[config.mk]
export PLATFORM = sky130hd
export DESIGN_NAME = program_sequencer
export DESIGN_NICKNAME = d
export VERILOG_FILES = /design/src/rtl/program_sequencer.sv
export SDC_FILE = /design/constraint.sdc
export NUM_CORES = 1
export LEC_CHECK = 0
export CORE_MARGIN = 5
export CORE_UTILIZATION = 40
export CTS_CLUSTER_SIZE = 20
export DETAILED_ROUTE_END_ITERATION = 10
export MAX_ROUTING_LAYER = met4
export PLACE_DENSITY = 0.68
export RECOVER_POWER = 100
export REMOVE_ABC_BUFFERS = 1
export SYNTH_ARGS = -nofsm -noshare
export SYNTH_HDL_FRONTEND = slang
export SYNTH_SLANG_ARGS = --single-unit
export TNS_END_PERCENT = 20
[constraint.sdc]
create_clock -name clk -period 2.3 [get_ports clk]
set_clock_uncertainty 0.05 [all_clocks]
set_input_delay 0.46 -clock clk [delete_from_list [all_inputs] [get_ports clk]]
set_output_delay 0.46 -clock clk [all_outputs]
set_load 0.01 [all_outputs]
[src/rtl/program_sequencer.sv]
// Fetch/sequence controller for the MC14500B program ROM: owns the PC, latches the IR, reacts to ICU pulses.
// Optional return-address stack enabled by defining PROG_SEQ_CALL_STACK_EN.
module program_sequencer #(
  parameter int ADDR_WIDTH  = 8,
  parameter int DATA_WIDTH  = 12,
  parameter int STACK_DEPTH = 4
) (
  input  logic                             clk,
  input  logic                             rst_n,
  input  logic                             start,
  input  logic                             restart,
  output logic [ADDR_WIDTH-1:0]            rom_addr,
  input  logic [DATA_WIDTH-1:0]            rom_data,
  output logic [DATA_WIDTH-1:0]            instr,
  output logic                             instr_vld,
  input  logic                             jmp,
  input  logic                             rtn,
  input  logic                             skip,
  input  logic                             flg_f,
  output logic                             halted,
  output logic                             err,
  output logic [ADDR_WIDTH-1:0]            pc,
  output logic [$clog2(STACK_DEPTH+1)-1:0] sp
);

  localparam int SP_W = $clog2(STACK_DEPTH + 1);

  typedef enum logic [1:0] {
    S_IDLE,
    S_FETCH,
    S_EXEC,
    S_HALT
  } state_t;

  state_t                  state_reg, state_next;
  logic [ADDR_WIDTH-1:0]   pc_reg, pc_next;
  logic [ADDR_WIDTH-1:0]   pc_inc;
  logic [ADDR_WIDTH-1:0]   jmp_target;
  logic [DATA_WIDTH-1:0]   instr_reg;
  logic                    err_reg, err_next;

  assign pc_inc = pc_reg + ADDR_WIDTH'(1);
  // Operand is truncated or zero-extended to the PC width by the sized cast.
  assign jmp_target = ADDR_WIDTH'(instr_reg[DATA_WIDTH-5:0]);

`ifdef PROG_SEQ_CALL_STACK_EN
  logic [SP_W-1:0]        sp_reg;
  logic                   push_en, pop_en;
  logic [ADDR_WIDTH-1:0]  stack_reg [STACK_DEPTH];
  logic [ADDR_WIDTH-1:0]  stack_top;
  logic [STACK_DEPTH-1:0] wr_en, rd_sel;

  generate
    for (genvar gi = 0; gi < STACK_DEPTH; gi++) begin : g_stack_sel
      assign wr_en[gi]  = push_en && (sp_reg == SP_W'(gi));
      assign rd_sel[gi] = (sp_reg == SP_W'(gi + 1));
    end
  endgenerate

  always_ff @(posedge clk or negedge rst_n) begin
    if (!rst_n) begin
      for (int i = 0; i < STACK_DEPTH; i++) stack_reg[i] <= '0;
    end else begin
      for (int i = 0; i < STACK_DEPTH; i++) begin
        if (wr_en[i]) stack_reg[i] <= pc_inc;
      end
    end
  end

  always_comb begin
    stack_top = '0;
    for (int i = 0; i < STACK_DEPTH; i++) begin
      if (rd_sel[i]) stack_top = stack_top | stack_reg[i];
    end
  end

  always_ff @(posedge clk or negedge rst_n) begin
    if (!rst_n)       sp_reg <= '0;
    else if (restart) sp_reg <= '0;
    else if (push_en) sp_reg <= sp_reg + SP_W'(1);
    else if (pop_en)  sp_reg <= sp_reg - SP_W'(1);
  end

  assign sp = sp_reg;
`else
  assign sp = '0;
`endif

  always_comb begin
    state_next = state_reg;
    pc_next    = pc_reg;
    err_next   = err_reg;
`ifdef PROG_SEQ_CALL_STACK_EN
    push_en    = 1'b0;
    pop_en     = 1'b0;
`endif
    case (state_reg)
      S_IDLE:  if (start) state_next = S_FETCH;
      S_FETCH: state_next = S_EXEC;
      S_EXEC: begin
        state_next = S_FETCH;
        if (jmp && rtn) begin
          err_next   = 1'b1;
          state_next = S_HALT;
        end else if (flg_f) begin
          state_next = S_HALT;
          pc_next    = pc_inc;
        end else if (jmp) begin
`ifdef PROG_SEQ_CALL_STACK_EN
          if (sp_reg == SP_W'(STACK_DEPTH)) begin
            err_next   = 1'b1;
            state_next = S_HALT;
          end else begin
            push_en = 1'b1;
            pc_next = jmp_target;
          end
`else
          pc_next = jmp_target;
`endif
        end
`ifdef PROG_SEQ_CALL_STACK_EN
        else if (rtn) begin
          if (sp_reg == '0) begin
            err_next   = 1'b1;
            state_next = S_HALT;
          end else begin
            pop_en  = 1'b1;
            pc_next = stack_top;
          end
        end
`endif
        else if (skip) begin
          pc_next = pc_reg + ADDR_WIDTH'(2);
        end else begin
          pc_next = pc_inc;
        end
      end
      S_HALT:  if (start) state_next = S_FETCH;
      default: state_next = S_IDLE;
    endcase
    // restart beats every other condition, including a stack operation in EXEC.
    if (restart) begin
      state_next = S_FETCH;
      pc_next    = '0;
      err_next   = 1'b0;
`ifdef PROG_SEQ_CALL_STACK_EN
      push_en    = 1'b0;
      pop_en     = 1'b0;
`endif
    end
  end

  always_ff @(posedge clk or negedge rst_n) begin
    if (!rst_n) begin
      state_reg <= S_IDLE;
      pc_reg    <= '0;
      err_reg   <= 1'b0;
      instr_reg <= '0;
    end else begin
      state_reg <= state_next;
      pc_reg    <= pc_next;
      err_reg   <= err_next;
      if (state_reg == S_FETCH && state_next == S_EXEC) instr_reg <= rom_data;
    end
  end

  assign rom_addr  = pc_reg;
  assign pc        = pc_reg;
  assign instr     = instr_reg;
  assign instr_vld = (state_reg == S_EXEC);
  assign halted    = (state_reg == S_HALT);
  assign err       = err_reg;

endmodule

==> flow_summary_export.csv, run 1 <==
group,metric,value,unit
detailed_routing,wl,3920,um
floorplan,dieArea,5170,sq um
worst_setup_path,crit_fanout,6,
place,dpl.hpwl,3050,um
global_routing,use_met3,0.0222,
place,io_buffers,50,
timing,max_slew_margin,0.117,
cells_and_area,fin_cells,251,
timing,setup_viol,0,
timing,hold_ws,0.453,ns
global_routing,grt_use_met2,0.270,
yosys,syn_area_per_cell,9.83,sq um
power,power,1.74,mW
global_routing,grt_pass1_vias,1394,
yosys,netlist_area,1530,sq um
floorplan,coreArea,3690,sq um
worst_hold_path,holdPathStages,1,
cells_and_area,seqCellArea,576,sq um
timing,worst_pin_slew,1.32,ns
cts,htreeDepth,1,
floorplan,die_h,71.9,um
cts,cts_setup_buffers,0,
cells_and_area,antenna_cells,0,
timing,fmax,0.463,GHz
cells_and_area,largest_register_ffs,12,
global_routing,grt_pass1_wl,6590,um
floorplan,io_pins,54,
timing,worst_slack,0.142,ns
cts,cts.clk_slew.worst_paths,0.09,ns
power,ir_worst_vdd,0.465,mV
worst_setup_path,reg2reg_depth,8,
global_routing,grt-ovfl-total,0,
detailed_routing,drt_iter0_drc,81,
worst_setup_path,crit_path_start_kind,"flop",
yosys,yosysWarnings,0,
place,dp.cells,247,
floorplan,std_cell_rows,22,
detailed_routing,drtPass1Iterations,4,
cells_and_area,fillers,356,
timing,period_share,0.938,
cells_and_area,final_nets,230,
timing,period_needed,2.16,ns
cells_and_area,drive_gt1_frac,0.113,
worst_setup_path,critPathArrivalTime,1.65,ns
yosys,ys.flop_type,"dfrtp_1",
worst_setup_path,critPathKind,"reg2out",
global_routing,grt-busiest-layer,"met2",
cells_and_area,multi_input_area,811,sq um
worst_setup_path,end_kind,"primary output",
cts,ctsHoldBuffers,0,
cts,cts_root_buf,"clkbuf_8",
cells_and_area,finish.utilization,0.569,
place,dp_slack,0.0744,ns
place,gp_routability_congestion,0.808,
cells_and_area,final_common_cell,"dlygate4sd3_1",
power,p_leak,0.911,nW
detailed_routing,final_antenna_net_count,0,
global_routing,antenna_found_initial,0,
yosys,ys_async_sr_fraction,1.00,
floorplan,die_x,71.9,um
yosys,yosysSeqAreaShare,0.375,
global_routing,gr-usage-met1,0.205,
cts,cts_tree,"yes",
global_routing,grt_max_degree,24,
cells_and_area,syn_to_final_growth,36.7,%
cells_and_area,final_cell_mix,"dlygate4sd3_1 (31), dfrtp_1 (23), clkdlybuf4s50_1 (19)",
detailed_routing,avgRoutedWirePerCell,15.6,um
yosys,syn_inst,156,
yosys,ys_ff_latch,23,
detailed_routing,drc,0,
timing,slew_viol_final,0,
worst_setup_path,cp.required,1.79,ns
detailed_routing,num_vias,1376,
yosys,synth_edf_count,0,
floorplan,initial_utilization,0.416,
cts,clk_path_buf_depth,2,
outcome,status,"complete, no violations",
timing,setup_tns,0,ns
cts,cts_buffers,3,
yosys,synth_cell_types,40,
flow_run,maxCapViolCount,0,
cells_and_area,finalInstanceArea,2100,sq um
place,placed_area,2070,sq um
timing,hold_viol_final,0,
global_routing,grt_usage,0.161,
detailed_routing,routed_via_density,5.48,
power,pwr_density_cell,828,nW/um^2
cts,clkLatencyLatePin,0.26,ns
cts,cts_resized,0,
worst_hold_path,hp-class,"reg2reg",
cts,cts_sinks,23,
timing,rsz0062_at_grt,"false",
worst max-delay path, cell delays in order, from the launching register on:
cell and delay, ns:
dfrtp_1 0.43, inv_1 0.09, ha_1 0.28, clkdlybuf4s50_1 0.59
final timing paths:
check,slack [ns],startpoint,endpoint
max,0.14,state_reg[0]$_DFF_PN0_,instr_vld
min,0.45,instr[9]$_DFFE_PN0P_,instr[9]$_DFFE_PN0P_
max reg2reg,0.16,state_reg[0]$_DFF_PN0_,instr[8]$_DFFE_PN0P_
min in group asynchronous,0.96,rst_n,instr[8]$_DFFE_PN0P_
min reg2reg,0.45,instr[9]$_DFFE_PN0P_,instr[9]$_DFFE_PN0P_
max in group asynchronous,0.47,rst_n,pc[2]$_DFFE_PN0P_
cells in the mapped netlist, types with 2 or more instances:
master / number / area (sq um)
dfrtp_1: 23 / 576
buf_4: 12 / 90.1
nor2_1: 12 / 45.0
o21ai_0: 12 / 60.1
mux2_1: 10 / 113
a21oi_1: 8 / 40.0
buf_2: 7 / 35.0
ha_1: 6 / 75.1
nand2_1: 6 / 22.5
nand3_1: 6 / 30.0
inv_1: 4 / 15.0
o21bai_1: 4 / 30.0
a31oi_1: 3 / 18.8
a32o_1: 3 / 30.0
mux2_2: 3 / 33.8
nor2b_1: 3 / 18.8
nor3_1: 3 / 15.0
xor2_1: 3 / 26.3
a211oi_1: 2 / 15.0
a21o_1: 2 / 15.0
a221oi_1: 2 / 17.5
nand4_1: 2 / 12.5
nor3b_1: 2 / 15.0
o2111ai_1: 2 / 17.5
power breakdown:
part / leakage (nW) / switching [mW] / internal (mW)
registers: 0.292 / 0.133 / 0.546
clock network: 0.0255 / 0.132 / 0.121
logic: 0.594 / 0.360 / 0.445
total: 0.911 / 0.625 / 1.11
cell type report:
class	instances	share of cell area
Timing Repair Buffer	61	0.281
Clock inverter	1	0.00239
Clock buffer	3	0.0197
Sequential cell	23	0.274
Inverter	4	0.00716
Tap cell	48	0.0286
Multi-Input combinational cell	111	0.387
metal layers:
metal  share of wire  routed length (um)
met1            0.46                1790
met5               0                   0
met2            0.50                1960
met3           0.034                 133
met4          0.0087                  34
logic make-up (layout without fill, tap and decap cells):
kind of cell,after synthesis,count (layout),synth area share
XOR/XNOR,3,3,0.0171
AND/OR/NAND/NOR,39,39,0.135
flip-flops,23,23,0.375
buffers and inverters,24,69,0.0946
other,1,3,0.00244
adder cells (fa/ha/maj),6,6,0.0489
multiplexers,14,14,0.102
AO/OA/AOI/OAI,46,46,0.224
(Power assumes the default switching activity.)
==> run 2, diff against run 1 <==
CORE_MARGIN = default   (was 5)
==> flow_summary_export.csv, run 2 (same netlist as run 1, synthesis figures left out) <==
group,metric,value,unit
floorplan,initial_utilization,0.419,
timing,fmax,0.457,GHz
cts,clkLatencyLatePin,0.27,ns
timing,slew_viol_final,0,
global_routing,grt_max_degree,24,
power,p_leak,0.923,nW
place,dpl.hpwl,2890,um
cts,ctsHoldBuffers,0,
timing,hold_viol_final,0,
cts,htreeDepth,1,
timing,setup_tns,0,ns
place,placed_area,2080,sq um
worst_setup_path,end_kind,"primary output",
detailed_routing,drtPass1Iterations,6,
cts,cts_buffers,3,
timing,max_slew_margin,0.132,
place,io_buffers,50,
floorplan,coreArea,3660,sq um
floorplan,die_h,63.9,um
global_routing,antenna_found_initial,0,
detailed_routing,num_vias,1379,
cts,cts_setup_buffers,0,
cts,cts_sinks,23,
worst_setup_path,crit_path_start_kind,"flop",
timing,worst_pin_slew,1.30,ns
floorplan,dieArea,4090,sq um
cells_and_area,final_common_cell,"dlygate4sd3_1",
cts,cts_tree,"yes",
outcome,status,"complete, no violations",
timing,setup_viol,0,
flow_run,maxCapViolCount,0,
cells_and_area,finish.utilization,0.573,
timing,period_share,0.952,
place,gp_routability_congestion,0.874,
cells_and_area,seqCellArea,576,sq um
detailed_routing,routed_via_density,5.41,
floorplan,io_pins,54,
cts,cts_root_buf,"clkbuf_8",
worst_setup_path,crit_fanout,6,
global_routing,grt_pass1_vias,1387,
cts,clk_path_buf_depth,2,
worst_setup_path,critPathArrivalTime,1.68,ns
detailed_routing,drt_iter0_drc,104,
detailed_routing,wl,3800,um
cells_and_area,multi_input_area,798,sq um
floorplan,std_cell_rows,22,
cells_and_area,fillers,340,
cells_and_area,finalInstanceArea,2100,sq um
detailed_routing,final_antenna_net_count,0,
power,pwr_density_cell,830,nW/um^2
timing,period_needed,2.19,ns
global_routing,grt_pass1_wl,6570,um
floorplan,die_x,63.9,um
cells_and_area,drive_gt1_frac,0.121,
cells_and_area,final_nets,234,
cells_and_area,largest_register_ffs,12,
worst_hold_path,hp-class,"reg2reg",
detailed_routing,avgRoutedWirePerCell,14.9,um
cts,cts_resized,0,
cells_and_area,syn_to_final_growth,36.7,%
cts,cts.clk_slew.worst_paths,0.09,ns
cells_and_area,antenna_cells,0,
power,ir_worst_vdd,0.477,mV
worst_setup_path,cp.required,1.79,ns
worst_setup_path,critPathKind,"reg2out",
global_routing,grt-ovfl-total,0,
cells_and_area,final_cell_mix,"dlygate4sd3_1 (32), dfrtp_1 (23), clkdlybuf4s50_1 (18)",
global_routing,grt_usage,0.209,
timing,rsz0062_at_grt,"false",
detailed_routing,drc,0,
[run 2: cell types whose count changed in the layout (fill, tap and decap cells not counted), sizes merged]
cell           delta
dlygate4sd3       +1
clkdlybuf4s50     -1
buf               +3
clkbuf            +1
[run 2: worst paths after layout]
| kind | cells after the start | end | slack (ns) | from |
|---|---|---|---|---|
| max in group asynchronous | 2 | instr[1]$_DFFE_PN0P_ | 0.49 | rst_n |
| setup reg to reg | 8 | instr[9]$_DFFE_PN0P_ | 0.18 | state_reg[0]$_DFF_PN0_ |
| min in group asynchronous | 2 | pc[5]$_DFFE_PN0P_ | 0.94 | rst_n |
| setup / recovery | 3 | instr_vld | 0.11 | state_reg[0]$_DFF_PN0_ |
| hold / removal | 1 | instr[8]$_DFFE_PN0P_ | 0.45 | instr[8]$_DFFE_PN0P_ |
| hold reg to reg | 1 | instr[8]$_DFFE_PN0P_ | 0.45 | instr[8]$_DFFE_PN0P_ |
[run 2: worst max-delay path, stage by stage, from the launching register on]
cell and delay (ns):
dfrtp_1 0.43, inv_1 0.07, ha_1 0.26, dlygate4sd3_1 0.65
[run 2: stage by stage]
step	total power, mW	hold WS, ns	setup slack (ns)	instances
detailed placement	1.58	0.439	0.0844	251
global placement	1.54	0.427	0.135	251
finish	1.74	0.450	0.111	255
CTS	1.84	0.459	0.142	255
global route	1.86	0.473	0.0502	255
floorplan	1.08	0.114	0.276	138
[run 2: layout make-up]
class	count	area share
flip-flops and latches	23	0.274
inverters	4	0.00716
multi-input cells	111	0.381
clock buffers	3	0.0197
well taps	48	0.0286
clock inverters	1	0.00239
repair buffers	65	0.287
[run 2: layer usage]
layer | GRT usage | wire length, um
met5 | - | 0
met1 | 0.265 | 1770
met3 | 0.0357 | 175
met2 | 0.339 | 1780
met4 | 0.0682 | 71
[run 2: power by group]
part           leakage (nW)  switching [mW]  internal [mW]  total (mW)
sequential            0.292           0.121          0.546       0.667
clock                0.0255           0.141          0.121       0.262
combinational         0.606           0.366          0.446       0.812
total                 0.923           0.628           1.11        1.74
